File: src/rtl/clk_en_multi.sv
// Multi-channel programmable clock-enable generator: per-channel divider,
// continuous/one-shot mode, boundary-aligned config updates, wrapping tick counters.
module clk_en_multi #(
  parameter int unsigned N_CH  = 4,
  parameter int unsigned DIV_W = 16,
  parameter int unsigned CNT_W = 16,
  parameter int unsigned CH_W  = (N_CH > 1) ? $clog2(N_CH) : 1
) (
  input  logic                  clk,
  input  logic                  reset,
  input  logic                  cfg_wr,
  input  logic [CH_W-1:0]       cfg_ch,
  input  logic [DIV_W-1:0]      cfg_div,
  input  logic [1:0]            cfg_mode,
  input  logic                  sync,
  input  logic [N_CH-1:0]       cnt_clr,
  output logic [N_CH-1:0]       clk_en,
  output logic [N_CH-1:0]       cfg_pend,
  output logic [N_CH*CNT_W-1:0] tick_cnt
);

  typedef enum logic [1:0] {
    MODE_OFF     = 2'd0,
    MODE_CONT    = 2'd1,
    MODE_ONESHOT = 2'd2
  } mode_e;

  mode_e            mode_q  [N_CH];
  mode_e            mode_d  [N_CH];
  mode_e            pmode_q [N_CH];
  mode_e            pmode_d [N_CH];
  logic [DIV_W-1:0] div_q   [N_CH];
  logic [DIV_W-1:0] div_d   [N_CH];
  logic [DIV_W-1:0] pdiv_q  [N_CH];
  logic [DIV_W-1:0] pdiv_d  [N_CH];
  logic [DIV_W-1:0] cntr_q  [N_CH];
  logic [DIV_W-1:0] cntr_d  [N_CH];
  logic [CNT_W-1:0] tick_q  [N_CH];
  logic [CNT_W-1:0] tick_d  [N_CH];
  logic [N_CH-1:0]  pend_q;
  logic [N_CH-1:0]  pend_d;
  logic [N_CH-1:0]  term;
  logic [N_CH-1:0]  hit;
  mode_e            wmode;

  always_comb begin
    unique case (cfg_mode)
      2'b01:   wmode = MODE_CONT;
      2'b10:   wmode = MODE_ONESHOT;
      default: wmode = MODE_OFF;
    endcase
  end

  // sync is the only input reaching clk_en, and only as a suppression gate
  always_comb begin
    term     = '0;
    hit      = '0;
    clk_en   = '0;
    cfg_pend = pend_q;
    tick_cnt = '0;
    for (int unsigned i = 0; i < N_CH; i++) begin
      term[i]   = (mode_q[i] != MODE_OFF) && (cntr_q[i] == div_q[i]);
      hit[i]    = cfg_wr && (32'(cfg_ch) == i);
      clk_en[i] = term[i] && !sync;
      tick_cnt[i*CNT_W +: CNT_W] = tick_q[i];
    end
  end

  always_comb begin
    for (int unsigned i = 0; i < N_CH; i++) begin
      mode_d[i]  = mode_q[i];
      pmode_d[i] = pmode_q[i];
      div_d[i]   = div_q[i];
      pdiv_d[i]  = pdiv_q[i];
      cntr_d[i]  = cntr_q[i];
      pend_d[i]  = pend_q[i];
      tick_d[i]  = tick_q[i];

      if (sync) begin
        cntr_d[i] = '0;
        pend_d[i] = 1'b0;
        if (hit[i]) begin
          mode_d[i] = wmode;
          div_d[i]  = cfg_div;
        end else if (pend_q[i]) begin
          mode_d[i] = pmode_q[i];
          div_d[i]  = pdiv_q[i];
        end
      end else if (hit[i] && wmode == MODE_OFF) begin
        mode_d[i] = MODE_OFF;
        cntr_d[i] = '0;
        pend_d[i] = 1'b0;
      end else if (hit[i] && (mode_q[i] == MODE_OFF || term[i])) begin
        mode_d[i] = wmode;
        div_d[i]  = cfg_div;
        cntr_d[i] = '0;
        pend_d[i] = 1'b0;
      end else if (hit[i]) begin
        pmode_d[i] = wmode;
        pdiv_d[i]  = cfg_div;
        pend_d[i]  = 1'b1;
        cntr_d[i]  = cntr_q[i] + DIV_W'(1);
      end else if (term[i]) begin
        cntr_d[i] = '0;
        pend_d[i] = 1'b0;
        if (pend_q[i]) begin
          mode_d[i] = pmode_q[i];
          div_d[i]  = pdiv_q[i];
        end else if (mode_q[i] == MODE_ONESHOT) begin
          mode_d[i] = MODE_OFF;
        end
      end else if (mode_q[i] != MODE_OFF) begin
        cntr_d[i] = cntr_q[i] + DIV_W'(1);
      end

      if (cnt_clr[i]) begin
        tick_d[i] = '0;
      end else if (clk_en[i]) begin
        tick_d[i] = tick_q[i] + CNT_W'(1);
      end
    end
  end

  always_ff @(posedge clk) begin
    if (reset) begin
      pend_q <= '0;
      for (int unsigned i = 0; i < N_CH; i++) begin
        mode_q[i]  <= MODE_OFF;
        pmode_q[i] <= MODE_OFF;
        div_q[i]   <= '0;
        pdiv_q[i]  <= '0;
        cntr_q[i]  <= '0;
        tick_q[i]  <= '0;
      end
    end else begin
      pend_q <= pend_d;
      for (int unsigned i = 0; i < N_CH; i++) begin
        mode_q[i]  <= mode_d[i];
        pmode_q[i] <= pmode_d[i];
        div_q[i]   <= div_d[i];
        pdiv_q[i]  <= pdiv_d[i];
        cntr_q[i]  <= cntr_d[i];
        tick_q[i]  <= tick_d[i];
      end
    end
  end

endmodule

File: config.mk
export PLATFORM = sky130hd
export DESIGN_NAME = clk_en_multi
export DESIGN_NICKNAME = d
export VERILOG_FILES = /design/src/rtl/clk_en_multi.sv
export SDC_FILE = /design/constraint.sdc
export NUM_CORES = 1
export LEC_CHECK = 0
export CAP_MARGIN = 40
export CORE_AREA = 2 2 262 135
export DETAILED_ROUTE_END_ITERATION = 10
export DIE_AREA = 0 0 264 137
export GPL_TIMING_DRIVEN = 0
export SKIP_LAST_GASP = 1
export SLEW_MARGIN = 20
export SYNTH_ARGS = -nofsm -noshare
export SYNTH_HDL_FRONTEND = slang
export SYNTH_SLANG_ARGS = --single-unit
File: constraint.sdc
create_clock -name clk -period 3.4 [get_ports clk]
set_input_delay 0.68 -clock clk [delete_from_list [all_inputs] [get_ports clk]]
set_output_delay 0.68 -clock clk [all_outputs]
set_load 0.005 [all_outputs]
==> out/qor.txt, run 1 <==
================================================================================
Result of the run .................................................    completed
Number of clock buffers inserted by TritonCTS .....................           28
Placed wire-length estimate after detailed placement ..............     30000 um
Worst Hold Margin .................................................       479 ps
Critical path launch point type ...................................    flip-flop
Worst-case vdd ir drop ............................................       393 uV
Flop-to-flop setup slack ..........................................       690 ps
Net switching power ...............................................      1.92 mW
Die span in x .....................................................       264 um
WS Path Type ...................................................... flip-flop to output port
Sequential share of power .........................................        0.454
Gate count after technology mapping ...............................         1618
Share of cells above drive strength 1 .............................       0.0783
Critical register-to-register path startpoint ..................... cntr_q[3][4]
Final setup viols .................................................            0
I/O Pins ..........................................................          100
Sequence of cells on the critical path ............................ buf_6 > xor2_2 > nor4_4 > nand4_2 > clkbuf_4 > nor2_2 > clkdlybuf4s50_1
Synthesized netlist net count .....................................         1656
Top cells by area, synth .......................................... sky130_fd_sc_hd__dfxtp_1 40%, sky130_fd_sc_hd__mux2i_1 8.8%, sky130_fd_sc_hd__o21ai_0 5.5%, sky130_fd_sc_hd__nor2_1 5.3%, sky130_fd_sc_hd__a21oi_1 3.9%
Number of max-cap violations ......................................            0
Die Area ..........................................................    36200 um2
Mean cell area of the mapped netlist ..............................     8.44 um2
Achievable frequency ..............................................      302 MHz
Area growth syn-to-layout .........................................        19.8%
Total design power ................................................      7.32 mW
Clock Power Share .................................................        0.439
Number of antenna cells inserted ..................................            0
Root Buffer Master ................................................ sky130_fd_sc_hd__clkbuf_16
Total Routed Length ...............................................     40400 um
Cell family contributing the most delay on the critical path ...... buffers and inverters
Average wire length per cell after detail routing .................      18.1 um
Data arrival at the endpoint of the critical path .................      2630 ps
# clock sinks .....................................................          276
Clock Pin Slew Worst Setup and Hold Paths .........................        70 ps
Number of routed nets with antenna violations .....................            0
Sw frac ...........................................................        0.262
Fraction of synthesized cell area taken by the top area cell type .        0.405
Pin count of the biggest net entering global routing ..............           15
Insertion delay of the later-clocked pin in the worst-skew pair ...       560 ps
Slew margin rel. ..................................................        0.433
Cell type of the slowest stage on the worst timing path ........... sky130_fd_sc_hd__clkdlybuf4s50_1
Synth async-reset ratio ...........................................            0
P per Cell Area ...................................................   447 nW/um2
Actual transition at the worst max-transition pin .................       851 ps
Fin. Hold Viols ...................................................            0
Maximum cell stage delay along the critical path ..................       530 ps
P_leak ............................................................      6.09 nW
Post-synth design cell area .......................................    13700 um2
Site Rows .........................................................           48
Via count .........................................................        12700
CTS hold repair buffers ...........................................            0
Portion of total power attributed to combinational logic ..........        0.107
Cell depth of the worst setup path ................................            7
Initial standard-cell utilization of the core .....................        0.403
Required @ worst endpoint .........................................      2720 ps
Clock tree from TritonCTS .........................................         done
Worst setup EP type ...............................................  output port
Total congestion overflow .........................................            0
Vias in the first global route ....................................        11100
Floorplan core area ...............................................    33900 um2
Number of nets in the final layout ................................         1791
Synth cell types ..................................................           65
Dominant register cell in the synthesized netlist ................. sky130_fd_sc_hd__dfxtp_1
Maximum fanout along the worst path ...............................           10
Min Clock Period, post-route ......................................      3310 ps
Count of flip-flops with a built-in enable after synthesis ........            0
1st-pass router iterations ........................................            6
Worst R2R Path Depth ..............................................            9
Capture instance of the worst register-to-register path ........... div_q[3][13]
Sequential cell area fraction in the yosys report .................        0.405
Number of buffer and inverter stages on the critical path .........            3
Fin crit share ....................................................        0.972
Wire length of the first global-routing pass ......................     62200 um
Iter 0 DRT Violations .............................................         1241
Final GP Congestion ...............................................        0.853
Endpoint of the most critical setup path ..........................    clk_en[2]
Synth area leader ................................................. sky130_fd_sc_hd__dfxtp_1
Critical path startpoint .......................................... cntr_q[2][8]
Post-Route Skew ...................................................      14.3 ps
Power Internal ....................................................      5.40 mW
Number of antenna violations at the first check in global routing .            1
Register bit total from synthesis .................................          276
Count of synthesis-stage warnings from yosys ......................            0
Max-slew violation count ..........................................            0
Count of unresolved DRC violations after routing ..................            0
Global-route total usage across every layer .......................        0.214
Buffer levels on the longest clock path ...........................            3
Count of input and output buffers .................................           99
Die span in y .....................................................       137 um
H-tree depth reported by CTS ......................................            1
HP Class .......................................................... flip-flop to flip-flop
DR vias/cell ......................................................         5.69
================================================================================
-- worst min path at each step --
| stage | start | endpoint | slack [ps] | cells after the start |
|---|---|---|---|---|
| floorplan | cntr_q[2][15] | cntr_q[2][15] | 450 | 1 |
| global placement | tick_q[0][15] | tick_q[0][15] | 460 | 2 |
| detailed placement | pdiv_q[3][3] | pdiv_q[3][3] | 470 | 2 |
| CTS | tick_q[2][15] | tick_q[2][15] | 480 | 2 |
| global route | tick_q[2][15] | tick_q[2][15] | 500 | 2 |
| finish | tick_q[2][15] | tick_q[2][15] | 480 | 2 |
-- sequential cells by signal, summed over array words and instances, names as in the netlist --
register and count:
cfg_pend 4, div_q 64, pmode_q 8, mode_q 8, pdiv_q 64, cntr_q 64
tick_q 64
-- timing repair --
| item | 4_1_cts | 5_1_grt |
|---|---|---|
| resized for setup | 32 | 21 |
| endpoints found under the setup margin | 12 | 11 |
| pin swaps | 4 | 8 |
| setup buffers | 5 | 2 |
| cloned | 0 | 0 |
-- placed cells by master, fill, tap and decap left out, types with 6 or more instances in the layout --
| cell | instances |
|---|---|
| sky130_fd_sc_hd__a31oi_1 | 23 |
| sky130_fd_sc_hd__a21o_1 | 7 |
| sky130_fd_sc_hd__clkinv_2 | 6 |
| sky130_fd_sc_hd__nand2_1 | 118 |
| sky130_fd_sc_hd__clkdlybuf4s50_1 | 98 |
| sky130_fd_sc_hd__nand3_1 | 48 |
| sky130_fd_sc_hd__and3_1 | 24 |
| sky130_fd_sc_hd__inv_1 | 22 |
| sky130_fd_sc_hd__clkbuf_8 | 6 |
| sky130_fd_sc_hd__o21a_1 | 17 |
| sky130_fd_sc_hd__a41oi_1 | 6 |
| sky130_fd_sc_hd__nand3b_1 | 50 |
| sky130_fd_sc_hd__nor3_1 | 26 |
| sky130_fd_sc_hd__nor4_1 | 6 |
| sky130_fd_sc_hd__clkbuf_16 | 29 |
| sky130_fd_sc_hd__xnor2_1 | 43 |
| sky130_fd_sc_hd__mux2i_1 | 120 |
| sky130_fd_sc_hd__nand2b_1 | 11 |
| sky130_fd_sc_hd__or4_1 | 14 |
| sky130_fd_sc_hd__dfxtp_1 | 256 |
| sky130_fd_sc_hd__and4_1 | 8 |
| sky130_fd_sc_hd__xor2_1 | 40 |
| sky130_fd_sc_hd__buf_2 | 12 |
| sky130_fd_sc_hd__buf_4 | 10 |
| sky130_fd_sc_hd__dfxtp_2 | 19 |
| sky130_fd_sc_hd__ha_1 | 10 |
| sky130_fd_sc_hd__nor2_1 | 191 |
| sky130_fd_sc_hd__a211oi_1 | 6 |
| sky130_fd_sc_hd__o31ai_1 | 12 |
| sky130_fd_sc_hd__nand4_1 | 33 |
| sky130_fd_sc_hd__a21oi_1 | 107 |
| sky130_fd_sc_hd__o21ai_0 | 150 |
| sky130_fd_sc_hd__or2_2 | 6 |
| sky130_fd_sc_hd__or3_1 | 32 |
| sky130_fd_sc_hd__clkbuf_1 | 77 |
| sky130_fd_sc_hd__a221oi_1 | 16 |
| sky130_fd_sc_hd__a311oi_1 | 12 |
-- worst min-delay path, cell delays in order, from the launching register on --
cell and delay [ps]:
sky130_fd_sc_hd__dfxtp_1 320, sky130_fd_sc_hd__o31ai_1 60, sky130_fd_sc_hd__a21oi_1 50
-- final cells by class --
class | count | area (um2)
fillers | 3293 | 17500
multi-input cells | 1220 | 7720
flip-flops and latches | 276 | 5550
repair buffers | 109 | 1060
clock buffers | 41 | 831
well taps | 450 | 563
plain buffers | 96 | 434
clock inverters | 11 | 114
inverters | 22 | 82.6
-- synthesized netlist by cell type (all sizes together) (8+ instances only) --
cell	n
a21oi	107
a221oi	16
a311oi	12
a31oi	23
and3	24
and4	8
buf	21
clkbuf	79
dfxtp	276
ha	10
inv	22
mux2i	120
nand2	118
nand2b	11
nand3	48
nand3b	50
nand4	34
nor2	193
nor3	27
nor4	14
o21a	17
o21ai	154
o31ai	12
or3	33
or4	14
xnor2	47
xor2	42
-- metal layers --
| layer | track usage | up-vias | wire length (um) |
|---|---|---|---|
| li1 | - | 6139 | - |
| met1 | 0.355 | 6066 | 21400 |
| met2 | 0.268 | 428 | 14900 |
| met3 | 0.0497 | 38 | 3510 |
| met4 | 0.0401 | 0 | 539 |
| met5 | 0 | - | 0 |
-- power by group through the flow --
| stage | sequential (mW) | clock [mW] | combinational (mW) |
|---|---|---|---|
| final | 3.33 | 3.21 | 0.780 |
| after global routing | 3.33 | 3.40 | 0.842 |
| after CTS | 3.33 | 3.27 | 0.743 |
| after detailed placement | 3.40 | 0 | 0.691 |
| after global placement | 3.40 | 0 | 0.679 |
| after floorplan | 3.39 | 0 | 0.434 |
-- through the flow --
stage	instances	utilization	worst slack, ps	cell area, um2	TNS (ps)
3_5_place_dp	2169	0.449	-828	15200	-24100
4_1_cts	2223	0.481	16.3	16300	0
2_1_floorplan	1618	-	654	13700	0
5_1_grt	2225	0.483	-1.54	16400	-1.54
6_report	2225	0.483	94.0	16400	0
3_3_place_gp	2167	0.449	-825	15200	-20440
-- kinds of logic (layout without fill, tap and decap cells) --
family / Yosys count / count (layout) / synth area share
AOI/OAI and AO/OA: 400 / 400 / 0.178
xor gates and xnor gates: 89 / 89 / 0.0582
adders and majority gates: 10 / 10 / 0.00917
buffers and inverters: 122 / 279 / 0.0368
DFF: 276 / 276 / 0.405
muxes: 120 / 120 / 0.0880
and+or+nand+nor: 601 / 601 / 0.225
(Power assumes the default switching activity.)
==> run 2, diff against run 1 <==
- CORE_AREA: 2 2 262 135 -> 2 2 222 115
- DIE_AREA: 0 0 264 137 -> 0 0 224 117
- PLACE_DENSITY: default -> 0.77
- TNS_END_PERCENT: default -> 50
==> run 2 against run 1 <==
Against the previous run: the flow now finishes with violations (negative setup slack); combinational power down 1%; die area down 28%; worst setup slack worse by 100 ps; global-route usage up 7.8 points; total power up 0.19%; critical path depth unchanged; worst hold slack about the same; flip-flop and latch count unchanged; design area down 1.5%; critical endpoint is now clk_en[0]; largest power group unchanged; highest routed layer is now met5.
==> out/qor.txt, run 2 (same netlist as run 1, synthesis figures left out) <==
================================================================================
Result of the run ................................................. finished, violations left
Violated checks ................................................... negative setup slack
HP Class .......................................................... flip-flop to flip-flop
Area growth syn-to-layout .........................................        18.0%
Average wire length per cell after detail routing .................      18.7 um
Most used cells in the layout excluding fill and tap cells ........ 269 x sky130_fd_sc_hd__dfxtp_1, 190 x sky130_fd_sc_hd__nor2_1, 150 x sky130_fd_sc_hd__o21ai_0
Slew margin rel. ..................................................        0.420
Via count .........................................................        13000
Number of routed nets with antenna violations .....................            0
Number of clock buffers inserted by TritonCTS .....................           25
Final GP Congestion ...............................................        0.901
1st-pass router iterations ........................................            8
Insertion delay of the later-clocked pin in the worst-skew pair ...       550 ps
Site Rows .........................................................           41
P per Cell Area ...................................................   455 nW/um2
Data arrival at the endpoint of the critical path .................      2730 ps
Wire length of the first global-routing pass ......................     61900 um
I/O Pins ..........................................................          100
Clock tree from TritonCTS .........................................         done
Number of antenna violations at the first check in global routing .            0
Floorplan core area ...............................................    24500 um2
CTS hold repair buffers ...........................................            0
Vias in the first global route ....................................        11700
Achievable frequency ..............................................      294 MHz
Cell count after placement ........................................         2041
Final setup viols .................................................            1
Fin crit share ....................................................         1.00
Total Routed Length ...............................................     39100 um
Total design power ................................................      7.33 mW
Min Clock Period, post-route ......................................      3410 ps
Die span in x .....................................................       224 um
Post-Route Skew ...................................................      20.2 ps
Required @ worst endpoint .........................................      2720 ps
WS Path Type ...................................................... flip-flop to output port
Cell type of the slowest stage on the worst timing path ........... sky130_fd_sc_hd__clkdlybuf4s50_1
Share of cells above drive strength 1 .............................       0.0673
Maximum fanout along the worst path ...............................           10
H-tree depth reported by CTS ......................................            1
Final cell count without fillers ..................................         2090
Pin count of the biggest net entering global routing ..............           16
Maximum cell stage delay along the critical path ..................       520 ps
Count of input and output buffers .................................           99
Sequence of cells on the critical path ............................ xnor2_2 > nand4_1 > nor4_2 > buf_2 > and2_2 > buf_4 > clkdlybuf4s50_1
Number of max-cap violations ......................................            0
P_leak ............................................................      6.06 nW
Total congestion overflow .........................................            0
Number of antenna cells inserted ..................................            0
Leading cell type in the layout, fill and taps excluded ........... sky130_fd_sc_hd__dfxtp_1
Iter 0 DRT Violations .............................................         1494
DR vias/cell ......................................................         6.20
Die span in y .....................................................       117 um
Worst-case vdd ir drop ............................................       446 uV
Placed wire-length estimate after detailed placement ..............     28800 um
Fin. Hold Viols ...................................................            0
Final Worst Setup Slack ...........................................     -6.56 ps
Root Buffer Master ................................................ sky130_fd_sc_hd__clkbuf_16
Number of nets in the final layout ................................         1788
Global-route total usage across every layer .......................        0.293
Initial standard-cell utilization of the core .....................        0.558
Unrepaired setup endpoints after global routing ...................         true
Actual transition at the worst max-transition pin .................       863 ps
Worst setup EP type ...............................................  output port
Max-slew violation count ..........................................            0
Clock Pin Slew Worst Setup and Hold Paths .........................        70 ps
Die Area ..........................................................    26200 um2
# clock sinks .....................................................          276
Count of unresolved DRC violations after routing ..................            0
Buffer levels on the longest clock path ...........................            3
Critical path launch point type ...................................    flip-flop
================================================================================
run 2: changes by cell type in the layout (fill, tap and decap cells not counted), sizes merged:
| cell | delta |
|---|---|
| clkinvlp | -1 |
| bufinv | +4 |
| clkinv | -3 |
| buf | +1 |
| inv | -1 |
| clkbuf | -7 |
run 2: metrics by stage:
stage	setup WS [ps]	hold WS [ps]	utilization	setup TNS, ps	instance area (um2)
6_report	-6.56	479	0.658	-6.56	16100
5_1_grt	-157	499	0.658	-328	16100
4_1_cts	-41.5	480	0.656	-41.5	16100
3_5_place_dp	-723	470	0.615	-16220	15100
3_3_place_gp	-676	465	0.615	-12050	15000
2_1_floorplan	654	450	-	0	13700
run 2: layout make-up:
type                       count  area, um2
multi-input combinational   1220       7680
buffer                        96        424
tap                          322        403
fill                        2006       8360
inverter                      22       82.6
clock inverter                10        203
clock buffer                  35        723
sequential                   276       5530
timing repair buffer         109       1060
run 2: path summary, 6_finish.rpt:
kind                                     from            end  slack [ps]  depth (start not counted)
worst max-delay path             cntr_q[0][1]      clk_en[0]          -7                          7
worst min-delay path            tick_q[2][15]  tick_q[2][15]         480                          2
worst max register to register   cntr_q[3][4]    div_q[3][8]         630                          8
worst min register to register  tick_q[2][15]  tick_q[2][15]         480                          2
run 2: routing by layer:
metal  up-vias  track usage  wire, um
li1       6115            -         -
met1      6279        0.462     19100
met2       506        0.399     15400
met3        60       0.0659      3990
met4         2       0.0511       508
met5         -       0.0430       151
run 2: worst max-delay path: cells and delay by family (launching register included):
family                    cells  cell delay [ps]
xor gates and xnor gates      1              200
buffers and inverters         3              910
DFF                           1              360
and+or+nand+nor               3              720
run 2: timing repair:
item | 4_1_cts | 5_1_grt
resized for setup | 20 | 12
setup endpoints to repair | 12 | 12
setup buffers | 4 | 3
pin swaps | 3 | 3
hold endpoints to repair | 0 | 0
run 2: report_power, final:
group | leakage [nW] | internal (mW) | switching (mW)
logic | 3.37 | 0.265 | 0.506
clock network | 0.453 | 1.94 | 1.30
registers | 2.23 | 3.28 | 0.0412
==> run 3, diff against run 2 <==
- PLACE_DENSITY: 0.77 -> 0.76
==> run 3 against run 2 <==
Against the previous run: the flow still finishes with violations (negative setup slack); routed wire length rose by 1.7%; count of clock-buffer cells in the layout fell by 3; design area rose by 0.30%; sequential share of layout area barely moved; die area did not move; flip-flop and latch count did not move; global-route usage rose by 0.23 points; first-iteration DRC count rose by 2.3%; non-clock buffer count rose by 3; clock power fell by 3%; worst setup slack got worse by 15 ps; largest power group unchanged; highest routed layer is now met4.
==> out/qor.txt, run 3 (same netlist as run 1, synthesis figures left out) <==
================================================================================
Placed wire-length estimate after detailed placement ..............     28900 um
Clock Pin Slew Worst Setup and Hold Paths .........................        70 ps
Floorplan core area ...............................................    24500 um2
Most used cells in the layout excluding fill and tap cells ........ 260 x sky130_fd_sc_hd__dfxtp_1, 191 x sky130_fd_sc_hd__nor2_1, 150 x sky130_fd_sc_hd__o21ai_0
WS Path Type ...................................................... flip-flop to output port
Worst-case vdd ir drop ............................................       317 uV
Final setup viols .................................................            1
Post-Route Skew ...................................................      10.3 ps
Min Clock Period, post-route ......................................      3420 ps
Global-route total usage across every layer .......................        0.295
Die span in x .....................................................       224 um
Number of antenna violations at the first check in global routing .            0
I/O Pins ..........................................................          100
CTS hold repair buffers ...........................................            0
Final cell count without fillers ..................................         2092
Average wire length per cell after detail routing .................      19.0 um
Final GP Congestion ...............................................        0.892
Metal3 WL .........................................................      4090 um
Number of clock buffers inserted by TritonCTS .....................           25
Final Worst Setup Slack ...........................................     -21.6 ps
Total placed instance area ........................................    15100 um2
Pin count of the biggest net entering global routing ..............           17
Length of routed wiring on met1 ...................................     19600 um
Worst hold start .................................................. tick_q[2][15]
Total Routed Length ...............................................     39800 um
HP Class .......................................................... flip-flop to flip-flop
Max-slew violation count ..........................................            0
Leading cell type in the layout, fill and taps excluded ........... sky130_fd_sc_hd__dfxtp_1
DR vias/cell ......................................................         6.18
Total non-filler cell area in the finished layout .................    16200 um2
Cell count after placement ........................................         2041
Fin crit share ....................................................         1.01
Die Area ..........................................................    26200 um2
Count of unresolved DRC violations after routing ..................            0
Count of input and output buffers .................................           99
Wire length of the first global-routing pass ......................     62000 um
1st-pass router iterations ........................................            6
Setup TNS Final ...................................................     -21.6 ps
Root Buffer Master ................................................ sky130_fd_sc_hd__clkbuf_16
Cell depth of the worst min-delay path ............................            2
Result of the run ................................................. finished, violations left
Capture instance of the worst register-to-register path ...........  div_q[3][0]
Critical register-to-register path startpoint ..................... cntr_q[3][3]
Fin. Hold Viols ...................................................            0
Achievable frequency ..............................................      292 MHz
H-tree depth reported by CTS ......................................            1
Vias in the first global route ....................................        11600
Number of routed nets with antenna violations .....................            0
Slew margin rel. ..................................................        0.450
Flop-to-flop setup slack ..........................................       570 ps
Highest Signal Layer ..............................................         met4
Data arrival at the endpoint of the critical path .................      2740 ps
Violated checks ................................................... negative setup slack
Unrepaired setup endpoints after global routing ...................         true
Required @ worst endpoint .........................................      2720 ps
Actual transition at the worst max-transition pin .................       819 ps
Number of nets in the final layout ................................         1791
Critical path launch point type ...................................    flip-flop
P_leak ............................................................      6.08 nW
Number of max-cap violations ......................................            0
Area growth syn-to-layout .........................................        18.4%
Worst Hold Margin .................................................       475 ps
P per Cell Area ...................................................   450 nW/um2
Via count .........................................................        12900
Site Rows .........................................................           41
Worst setup EP type ...............................................  output port
Buffer levels on the longest clock path ...........................            3
Initial standard-cell utilization of the core .....................        0.558
Worst R2R Path Depth ..............................................            8
Iter 0 DRT Violations .............................................         1529
Maximum fanout along the worst path ...............................           10
Number of antenna cells inserted ..................................            0
Core occupancy in the finished layout .............................        0.660
Detailed route wirelength on metal2 ...............................     15700 um
Total congestion overflow .........................................            0
Die span in y .....................................................       117 um
Worst Hold Endpoint ............................................... tick_q[2][15]
Share of cells above drive strength 1 .............................       0.0774
Insertion delay of the later-clocked pin in the worst-skew pair ...       540 ps
# clock sinks .....................................................          276
Clock tree from TritonCTS .........................................         done
================================================================================
-- run 3: worst max path at each step --
| stage | slack [ps] | cells after the start | startpoint | to |
|---|---|---|---|---|
| after CTS | 10 | 8 | cntr_q[0][12] | clk_en[0] |
| after global routing | -60 | 6 | cntr_q[2][11] | clk_en[2] |
| final | -20 | 7 | cntr_q[0][1] | clk_en[0] |
| after global placement | -670 | 6 | sync | clk_en[1] |
| after floorplan | 650 | 11 | cfg_mode[0] | pdiv_q[0][10] |
| after detailed placement | -700 | 6 | sync | clk_en[1] |
-- run 3: report_power, final --
part | switching [mW] | internal, mW
Clock | 1.28 | 1.85
Sequential | 0.0427 | 3.28
Combinational | 0.519 | 0.283
-- run 3: cell type report --
class | instances | area [um2]
Sequential cell | 276 | 5550
Clock buffer | 32 | 712
Buffer | 96 | 430
Clock inverter | 12 | 185
Inverter | 22 | 82.6
Timing Repair Buffer | 112 | 1080
Tap cell | 322 | 403
Multi-Input combinational cell | 1220 | 7720
Fill cell | 2035 | 8310
-- run 3: worst max-delay path: stages, from the launching register on --
cell and delay, ps:
sky130_fd_sc_hd__dfxtp_2 360, sky130_fd_sc_hd__xnor2_1 220, sky130_fd_sc_hd__nand4_1 150, sky130_fd_sc_hd__nor4_2 400, sky130_fd_sc_hd__buf_4 210, sky130_fd_sc_hd__and2_4 190, sky130_fd_sc_hd__buf_6 160, sky130_fd_sc_hd__clkdlybuf4s50_1 500
-- run 3: layer usage --
metal | up-vias | GRT usage
li1 | 6140 | -
met1 | 6213 | 0.464
met2 | 530 | 0.406
met3 | 37 | 0.0714
met4 | 0 | 0.0520
met5 | - | 0
-- run 3: what timing repair did --
item	4_1_cts	5_1_grt
buffers inserted	3	7
hold endpoints to repair	0	0
cloned	0	0
pin swaps	5	6
gates resized for setup	31	16
endpoints found under the setup margin	11	7
-- run 3: metrics by stage --
step                      setup WS, ps  total power, mW
after floorplan                    654             3.82
after global placement            -671             4.05
after detailed placement          -702             4.08
after CTS                         9.68             7.22
after global routing             -61.2             7.48
final                            -21.6             7.27
